==> src/rtl/uart_pkg.sv <==
// Shared UART constants: divisor widths, oversampling ratio, default rates.
package uart_pkg;
  localparam int BAUD_INT_W           = 16;
  localparam int BAUD_FRAC_W          = 4;
  localparam int UART_OVERSAMPLE      = 16;
  localparam int CLK_FREQ_HZ          = 50_000_000;
  localparam int BAUD_DIV_INT_115200  = 27;
  localparam int BAUD_DIV_FRAC_115200 = 2;
endpackage

==> src/rtl/frac_period_counter.sv <==
// Fractional-N period counter; emits one sample tick per divided period.
module frac_period_counter
  import uart_pkg::*;
#(
  parameter int INT_W    = BAUD_INT_W,
  parameter int FRAC_W   = BAUD_FRAC_W,
  parameter int DEF_INT  = BAUD_DIV_INT_115200,
  parameter int DEF_FRAC = BAUD_DIV_FRAC_115200
) (
  input  logic              clk,
  input  logic              nrst,
  input  logic              en,
  input  logic              clr,
  input  logic              load,
  input  logic [INT_W-1:0]  ld_int,
  input  logic [FRAC_W-1:0] ld_frac,
  output logic              wrap,
  output logic              sample_tick
);

  logic [INT_W:0]    cnt;
  logic [INT_W:0]    plen;
  logic [INT_W:0]    cnt_nxt;
  logic [INT_W:0]    plen_nxt;
  logic [FRAC_W-1:0] frac_acc;
  logic [FRAC_W-1:0] active_frac;
  logic [INT_W-1:0]  active_int;
  logic [FRAC_W:0]   sum;
  logic              start;

  // cnt==0 marks the first enabled edge of a period
  always_comb begin
    start    = (cnt == '0);
    sum      = {1'b0, frac_acc} + {1'b0, active_frac};
    plen_nxt = plen;
    if (start)
      plen_nxt = {1'b0, active_int}
               + {{INT_W{1'b0}}, sum[FRAC_W]};
    cnt_nxt  = cnt + {{INT_W{1'b0}}, 1'b1};
    wrap     = en && !clr && (cnt_nxt == plen_nxt);
  end

  always_ff @(posedge clk) begin
    if (!nrst) begin
      cnt         <= '0;
      plen        <= '0;
      frac_acc    <= '0;
      sample_tick <= 1'b0;
      active_int  <= INT_W'(DEF_INT);
      active_frac <= FRAC_W'(DEF_FRAC);
    end else begin
      if (load) begin
        active_int  <= ld_int;
        active_frac <= ld_frac;
      end
      if (clr) begin
        cnt         <= '0;
        frac_acc    <= '0;
        sample_tick <= 1'b0;
      end else if (en) begin
        if (start) begin
          frac_acc <= sum[FRAC_W-1:0];
          plen     <= plen_nxt;
        end
        cnt         <= wrap ? '0 : cnt_nxt;
        sample_tick <= wrap;
      end else begin
        sample_tick <= 1'b0;
      end
    end
  end

endmodule

==> src/rtl/baud_gen_frac.sv <==
// Fractional baud generator: sample, mid-bit and bit-rate ticks.
module baud_gen_frac
  import uart_pkg::*;
#(
  parameter int INT_W      = BAUD_INT_W,
  parameter int FRAC_W     = BAUD_FRAC_W,
  parameter int OVERSAMPLE = UART_OVERSAMPLE,
  parameter int DEF_INT    = BAUD_DIV_INT_115200,
  parameter int DEF_FRAC   = BAUD_DIV_FRAC_115200
) (
  input  logic                          clk,
  input  logic                          nrst,
  input  logic                          en,
  input  logic [INT_W-1:0]              div_int,
  input  logic [FRAC_W-1:0]             div_frac,
  input  logic                          div_load,
  input  logic                          resync,
  output logic                          sample_tick,
  output logic                          mid_tick,
  output logic                          baud_tick,
  output logic [$clog2(OVERSAMPLE)-1:0] bit_phase,
  output logic                          cfg_err
);

  localparam int PH_W = $clog2(OVERSAMPLE);
  localparam logic [PH_W-1:0] MID_PH  = PH_W'(OVERSAMPLE/2 - 1);
  localparam logic [PH_W-1:0] LAST_PH = PH_W'(OVERSAMPLE - 1);

  logic            ld_ok;
  logic            ld_bad;
  logic            wrap;
  logic [PH_W-1:0] os_cnt;

  assign ld_ok     = div_load && (div_int >= INT_W'(2));
  assign ld_bad    = div_load && (div_int <  INT_W'(2));
  assign bit_phase = os_cnt;

  frac_period_counter #(
    .INT_W    (INT_W),
    .FRAC_W   (FRAC_W),
    .DEF_INT  (DEF_INT),
    .DEF_FRAC (DEF_FRAC)
  ) u_period (
    .clk         (clk),
    .nrst        (nrst),
    .en          (en),
    .clr         (resync),
    .load        (ld_ok),
    .ld_int      (div_int),
    .ld_frac     (div_frac),
    .wrap        (wrap),
    .sample_tick (sample_tick)
  );

  // wrap already excludes resync and en=0, so the decodes need no gating
  always_ff @(posedge clk) begin
    if (!nrst) begin
      os_cnt    <= '0;
      mid_tick  <= 1'b0;
      baud_tick <= 1'b0;
      cfg_err   <= 1'b0;
    end else begin
      cfg_err   <= ld_bad;
      mid_tick  <= wrap && (os_cnt == MID_PH);
      baud_tick <= wrap && (os_cnt == LAST_PH);
      if (resync)
        os_cnt <= '0;
      else if (wrap)
        os_cnt <= (os_cnt == LAST_PH) ? '0 : os_cnt + 1'b1;
    end
  end

endmodule

==> config.mk <==
export PLATFORM = sky130hd
export DESIGN_NAME = baud_gen_frac
export DESIGN_NICKNAME = d
export VERILOG_FILES = /design/src/rtl/uart_pkg.sv /design/src/rtl/frac_period_counter.sv /design/src/rtl/baud_gen_frac.sv
export SDC_FILE = /design/constraint.sdc
export NUM_CORES = 1
export LEC_CHECK = 0
export CAP_MARGIN = 10
export CORE_UTILIZATION = 57
export CTS_BUF_LIST = sky130_fd_sc_hd__clkbuf_8
export DETAILED_ROUTE_END_ITERATION = 8
export PLACE_DENSITY = 0.79
export SETUP_SLACK_MARGIN = 0.1
export SLEW_MARGIN = 10
export SYNTH_ARGS = -nofsm -noshare
export SYNTH_HDL_FRONTEND = slang
export SYNTH_HIERARCHICAL = 1
export SYNTH_SLANG_ARGS = --single-unit
==> constraint.sdc <==
create_clock -name clk -period 6.8 [get_ports clk]
set_clock_uncertainty 0.15 [all_clocks]
set_input_delay 1.02 -clock clk [delete_from_list [all_inputs] [get_ports clk]]
set_output_delay 1.02 -clock clk [all_outputs]
set_load 0.02 [all_outputs]
# Word level (Yosys, flattened, before mapping)
# Cells that the tools add are included.
dict set report classes {
  addsub 4
  mul 0
  div 0
  order_cmp 2
  n_eq_ne 3
  n_shift 0
  muxes 3
  bitwise 3
  reduce_logical 12
}
# operator n
set ops {}
lappend ops {{two-way mux 17 bit} 2}
lappend ops {{adder 16 x 1 -> 17 bit} 1}
lappend ops {{adder 17 x 1 -> 17 bit, second input constant} 1}
lappend ops {{equality test 17 bit} 1}
lappend ops {{zero test 17 bit} 1}
lappend ops {{greater-or-equal comparator 16 x 2 -> 1 bit, second input constant} 1}
lappend ops {{< comparator 16 x 2 -> 1 bit, second input constant} 1}
lappend ops {{logical AND 1 bit} 6}
lappend ops {{adder 4 x 4 -> 5 bit} 1}
lappend ops {{adder 4 x 1 -> 4 bit, second input constant} 1}
lappend ops {{equality test 4 x 3 -> 1 bit, second input constant} 1}
lappend ops {{equality test 4 bit, second input constant} 1}
lappend ops {{two-way mux 4 bit} 1}
lappend ops {{NOT 1 bit} 3}
lappend ops {{AND reduction 3 bit} 1}
lappend ops {{OR reduction 3 bit} 1}
lappend ops {{AND reduction 2 bit} 1}
lappend ops {{OR reduction 2 bit} 1}
lappend ops {{zero test 1 bit} 1}
dict set report word_totals {
  reg_bits 66
  latchBits 0
  ram_bits 0
  romBits 0
  in_bits 25
  wordCells 37
  n_memories 0
}

# Depth between registers and ports, before layout
dict set report logic_depth {
  depth_word 6
  depth_mapped 19
  mapped_depth_nobuf 18
}

# By module
# Netlist, hierarchy kept.
# mod instances cells_each area_per_inst_um2
set by_module_without_submodules {}
lappend by_module_without_submodules {frac_period_counter 1 430 3677.3}
lappend by_module_without_submodules {baud_gen_frac 1 36 305.3}

# Worst setup path after synthesis
# Ideal clock, no wire load.
dict set report synth_path {
  path_kind {register to register}
  from {register u_period.frac_acc[0]}
  to {register os_cnt[3], in the netlist bit_phase[3]}
  setup_time_ps 70
  arrival_ps 4149
  t_required_ps 6580
  path_slack_ps 2431
  stages_incl_launch_ff 20
  synth_period_minus_slack_ps 4369
  cell_sequence {dfxtp_1 -> ha_1 -> inv_1 -> fa_1 -> nor2b_1 -> o21ai_0 -> nand2b_1 -> ha_1 -> ha_1 -> nand4_1 -> nor4_1 -> a31oi_1 -> xor3_1 -> o2111ai_1 -> or4_4 -> nor3_4 -> buf_6 -> nand2_2 -> or3_1 -> a21oi_1}
}
dict set report synth_via {
  elab_chain_len 5
}
# item line
set synth_rtl {}
lappend synth_rtl {{from (decl)} frac_period_counter.sv:25} ;# logic [FRAC_W-1:0] frac_acc;
lappend synth_rtl {{from (signal assigned)} frac_period_counter.sv:62} ;# frac_acc <= sum[FRAC_W-1:0];
lappend synth_rtl {{adder 4 x 4 -> 5 bit} frac_period_counter.sv:34} ;# sum = {1'b0, frac_acc} + {1'b0, active_frac};
lappend synth_rtl {{adder 16 x 1 -> 17 bit} frac_period_counter.sv:38} ;# + {{INT_W{1'b0}}, sum[FRAC_W]};
lappend synth_rtl {{two-way mux 17 bit} frac_period_counter.sv:36} ;# if (start)
lappend synth_rtl {{equality test 17 bit} frac_period_counter.sv:40} ;# wrap = en && !clr && (cnt_nxt == plen_nxt);
lappend synth_rtl {{logical AND 1 bit} frac_period_counter.sv:40}
lappend synth_rtl {{net wrap} baud_gen_frac.sv:31} ;# logic wrap;
lappend synth_rtl {{to (signal assigned)} baud_gen_frac.sv:69} ;# os_cnt <= (os_cnt == LAST_PH) ? '0 : os_cnt + 1'b1;
lappend synth_rtl {{to (decl)} baud_gen_frac.sv:32} ;# logic [PH_W-1:0] os_cnt;
# The timed path passes the listed nets, and every way through them passes these cells.
# A chain may end at the register's enable or synchronous reset.

# Worst setup path after layout
# Ends and elaborated chain as after synthesis.

==> results.cfg <==
[finish]
antennaDiodeCount = 0
regArea_um2 = 1320
area_delta_synth_final_pct = 11.7
multi_input_area_um2 = 2450
nNetsFinal = 515
drive_above_1_share_pct = 6.19
final_util_pct = 65.8
fillers = 573

[timing]
relSlewSlack_pct = 24.5
setup_viol = 0
fmax_ghz = 0.192
drv_slew = 0
rsz0062_at_grt = no
period_minus_slack_ns = 5.20
worstMarginPinSlew_ns = 1.13
post-route-period-util_pct = 76.5
hold_violations = 0
fin_tns_setup_ns = 0

[clocking]
max-clock-path-buffers = 2
cts_setup_buffers = 0
clkLatencyLatePin_ns = 0.36
htreeDepth = 3
cts_tree = yes
cts_root_buffer = clkbuf_8
numCtsBuffers = 9
cts.sinks = 66
clk_pin_slew_ns = 0.08
hold_buffers = 0
cts_resized = 0

[logic_synthesis]
ys_ff_latch = 66
yosysTopAreaCell = dfxtp_1
syn_avg_cell_area_um2 = 8.55
synth_area_leaders = dfxtp_1, mux2i_1, xnor2_1
yosys-top-cells-count = dfxtp_1, nor2_1, nand2_1
synth_edf_count = 0
yosysMostFrequentCell = dfxtp_1
ys_seq_area_share_pct = 33.2
async_flop_share_pct = 0
yosysWarnings = 6
syn_area_um2 = 3980
yosys_most_used_dff = dfxtp_1
synthCells = 466
synth.distinct_cells = 58
synth.top_cell.area_share_pct = 33.2
synth_nets = 501

[setup_path]
reg2reg_from = u_period/frac_acc[0]$_SDFFE_PP0P_
rr_endpoint = bit_phase[3]$_SDFFE_PP0P_
required_ns = 6.94
cp-start-kind = register
cp.arrival_ns = 5.34
r2r_cells = 18
cp-end-kind = register
worstSetupPathType = register to register
cp_max_fo = 15
r2r_slack_ns = 1.60

[global_routing]
antenna_found_initial = 0
grt_pass1_wl_um = 15300
grt_pass1_vias = 3226
grt_remaining_overflow = 0
grt_usage_pct = 26.6
grt_max_degree = 28

[detailed_routing]
antenna_left = 0
firstDrtPassIters = 5
drt-initial-drc-count = 256
vias = 3530
routed_via_density = 6.25
wl_per_cell_um = 16.6
wirelength_um = 9390
drcViolationCount = 0

[placed_design]
hpwl_um = 6670
io_buffers = 32
gp_congestion = 0.895

[die]
design.core.area_um2 = 6760
die_area_um2 = 7330
initial_core_util_pct = 58.9
die_y_um = 85.6
die_w_um = 85.6
std_cell_rows = 30
num_io_pins = 33

[power_and_ir_drop]
totalPowerFinal_mw = 0.862
p_per_area_nw_per_um2 = 194
p_leak_nw = 1.62
ir_drop_mv = 0.137

[min_path]
hold_start = u_period/frac_acc[0]$_SDFFE_PP0P_
hold_end = u_period/frac_acc[0]$_SDFFE_PP0P_
hold_class = register to register
holdPathStages = 2

[status]
status = complete, no violations

[job]
max-cap-violations = 0
[logic make-up (layout without fill, tap and decap cells)]
| logic type | Yosys count | in the layout | synth area share [%] |
|---|---|---|---|
| xor gates and xnor gates | 41 | 41 | 9.39 |
| muxes | 29 | 29 | 7.29 |
| and+or+nand+nor | 187 | 187 | 26.1 |
| adders and majority gates | 10 | 10 | 3.33 |
| buffers and inverters | 45 | 64 | 5.37 |
| AOI/OAI and AO/OA | 88 | 88 | 15.3 |
| DFF | 66 | 66 | 33.2 |
[critical path, cell delays in order (launching register included)]
cell and delay (ns):
dfxtp_1 0.34, ha_1 0.18, inv_1 0.06, fa_1 0.38, nor2b_1 0.17, o21ai_0 0.10, nand2b_1 0.08, ha_1 0.18
ha_1 0.21, nand4_1 0.25, nor4_1 0.56, a31oi_1 0.21, xor3_1 0.37, o2111ai_1 0.10, or4_4 0.60, nor3_4 0.53
nand2_2 0.15, or3_1 0.37, a21oi_1 0.14
[final cells by class]
class | count | share of cell area (%)
clock buffers | 9 | 2.79
clock inverters | 7 | 1.58
inverters | 15 | 1.27
multi-input cells | 355 | 55.0
flip-flops and latches | 66 | 29.7
well taps | 80 | 2.25
repair buffers | 33 | 7.37
[state kept, by name, summed over array words and instances, names as in the netlist]
register / cells
u_period/plen: 17
cfg_err: 1
u_period/active_int: 16
mid_tick: 1
baud_tick: 1
u_period/cnt: 17
bit_phase: 4
u_period/active_frac: 4
u_period/sample_tick: 1
u_period/frac_acc: 4
[power breakdown]
| group | total [mW] | internal [mW] | switching (mW) |
|---|---|---|---|
| clock | 0.329 | 0.168 | 0.162 |
| sequential | 0.415 | 0.401 | 0.0138 |
| combinational | 0.118 | 0.0531 | 0.0646 |
[metal layers]
layer	GRT usage (%)	wire length (µm)	part of all wire, %
met5	0	0	0
met4	12.3	209	2.2
met3	5.00	399	4.2
met2	44.2	4470	48
met1	33.3	4310	46
[stage by stage]
stage	std cells	hold WS, ns	worst slack (ns)	area, µm²
finish	565	0.319	1.60	4450
detailed placement	549	0.312	1.64	4250
floorplan	466	0.291	2.43	3980
global placement	549	0.299	1.85	4250
CTS	565	0.325	1.59	4450
global route	565	0.355	1.28	4450
[worst max-delay path by stage]
stage / startpoint / end / slack (ns)
floorplan: u_period/frac_acc[0]$_SDFFE_PP0P_ / bit_phase[3]$_SDFFE_PP0P_ / 2.43
global placement: u_period/frac_acc[0]$_SDFFE_PP0P_ / bit_phase[3]$_SDFFE_PP0P_ / 1.85
detailed placement: u_period/active_frac[0]$_SDFFE_PN0P_ / bit_phase[3]$_SDFFE_PP0P_ / 1.64
CTS: u_period/frac_acc[0]$_SDFFE_PP0P_ / bit_phase[3]$_SDFFE_PP0P_ / 1.59
global route: u_period/frac_acc[0]$_SDFFE_PP0P_ / bit_phase[3]$_SDFFE_PP0P_ / 1.28
finish: u_period/frac_acc[0]$_SDFFE_PP0P_ / bit_phase[3]$_SDFFE_PP0P_ / 1.60
[cells in the final DEF, fill, tap and decap left out, types with 3 or more instances in the layout]
cell type / count
o41ai_1: 3
clkbuf_8: 9
xor2_1: 18
nor2b_1: 3
a311oi_1: 4
xnor2_1: 22
a21oi_1: 15
or4_1: 4
and2_1: 3
nor3_1: 17
nand2b_1: 6
nand3_1: 22
and4_1: 3
nor2_1: 48
inv_1: 14
a41oi_1: 8
a31oi_1: 14
nand2_1: 33
and3_1: 5
clkinvlp_4: 4
nor4_1: 10
dfxtp_1: 66
o21ai_0: 19
nand4_1: 10
mux2i_1: 29
clkdlybuf4s50_1: 32
or3_1: 8
nor4_4: 4
ha_1: 9
(Power assumes the default switching activity.)
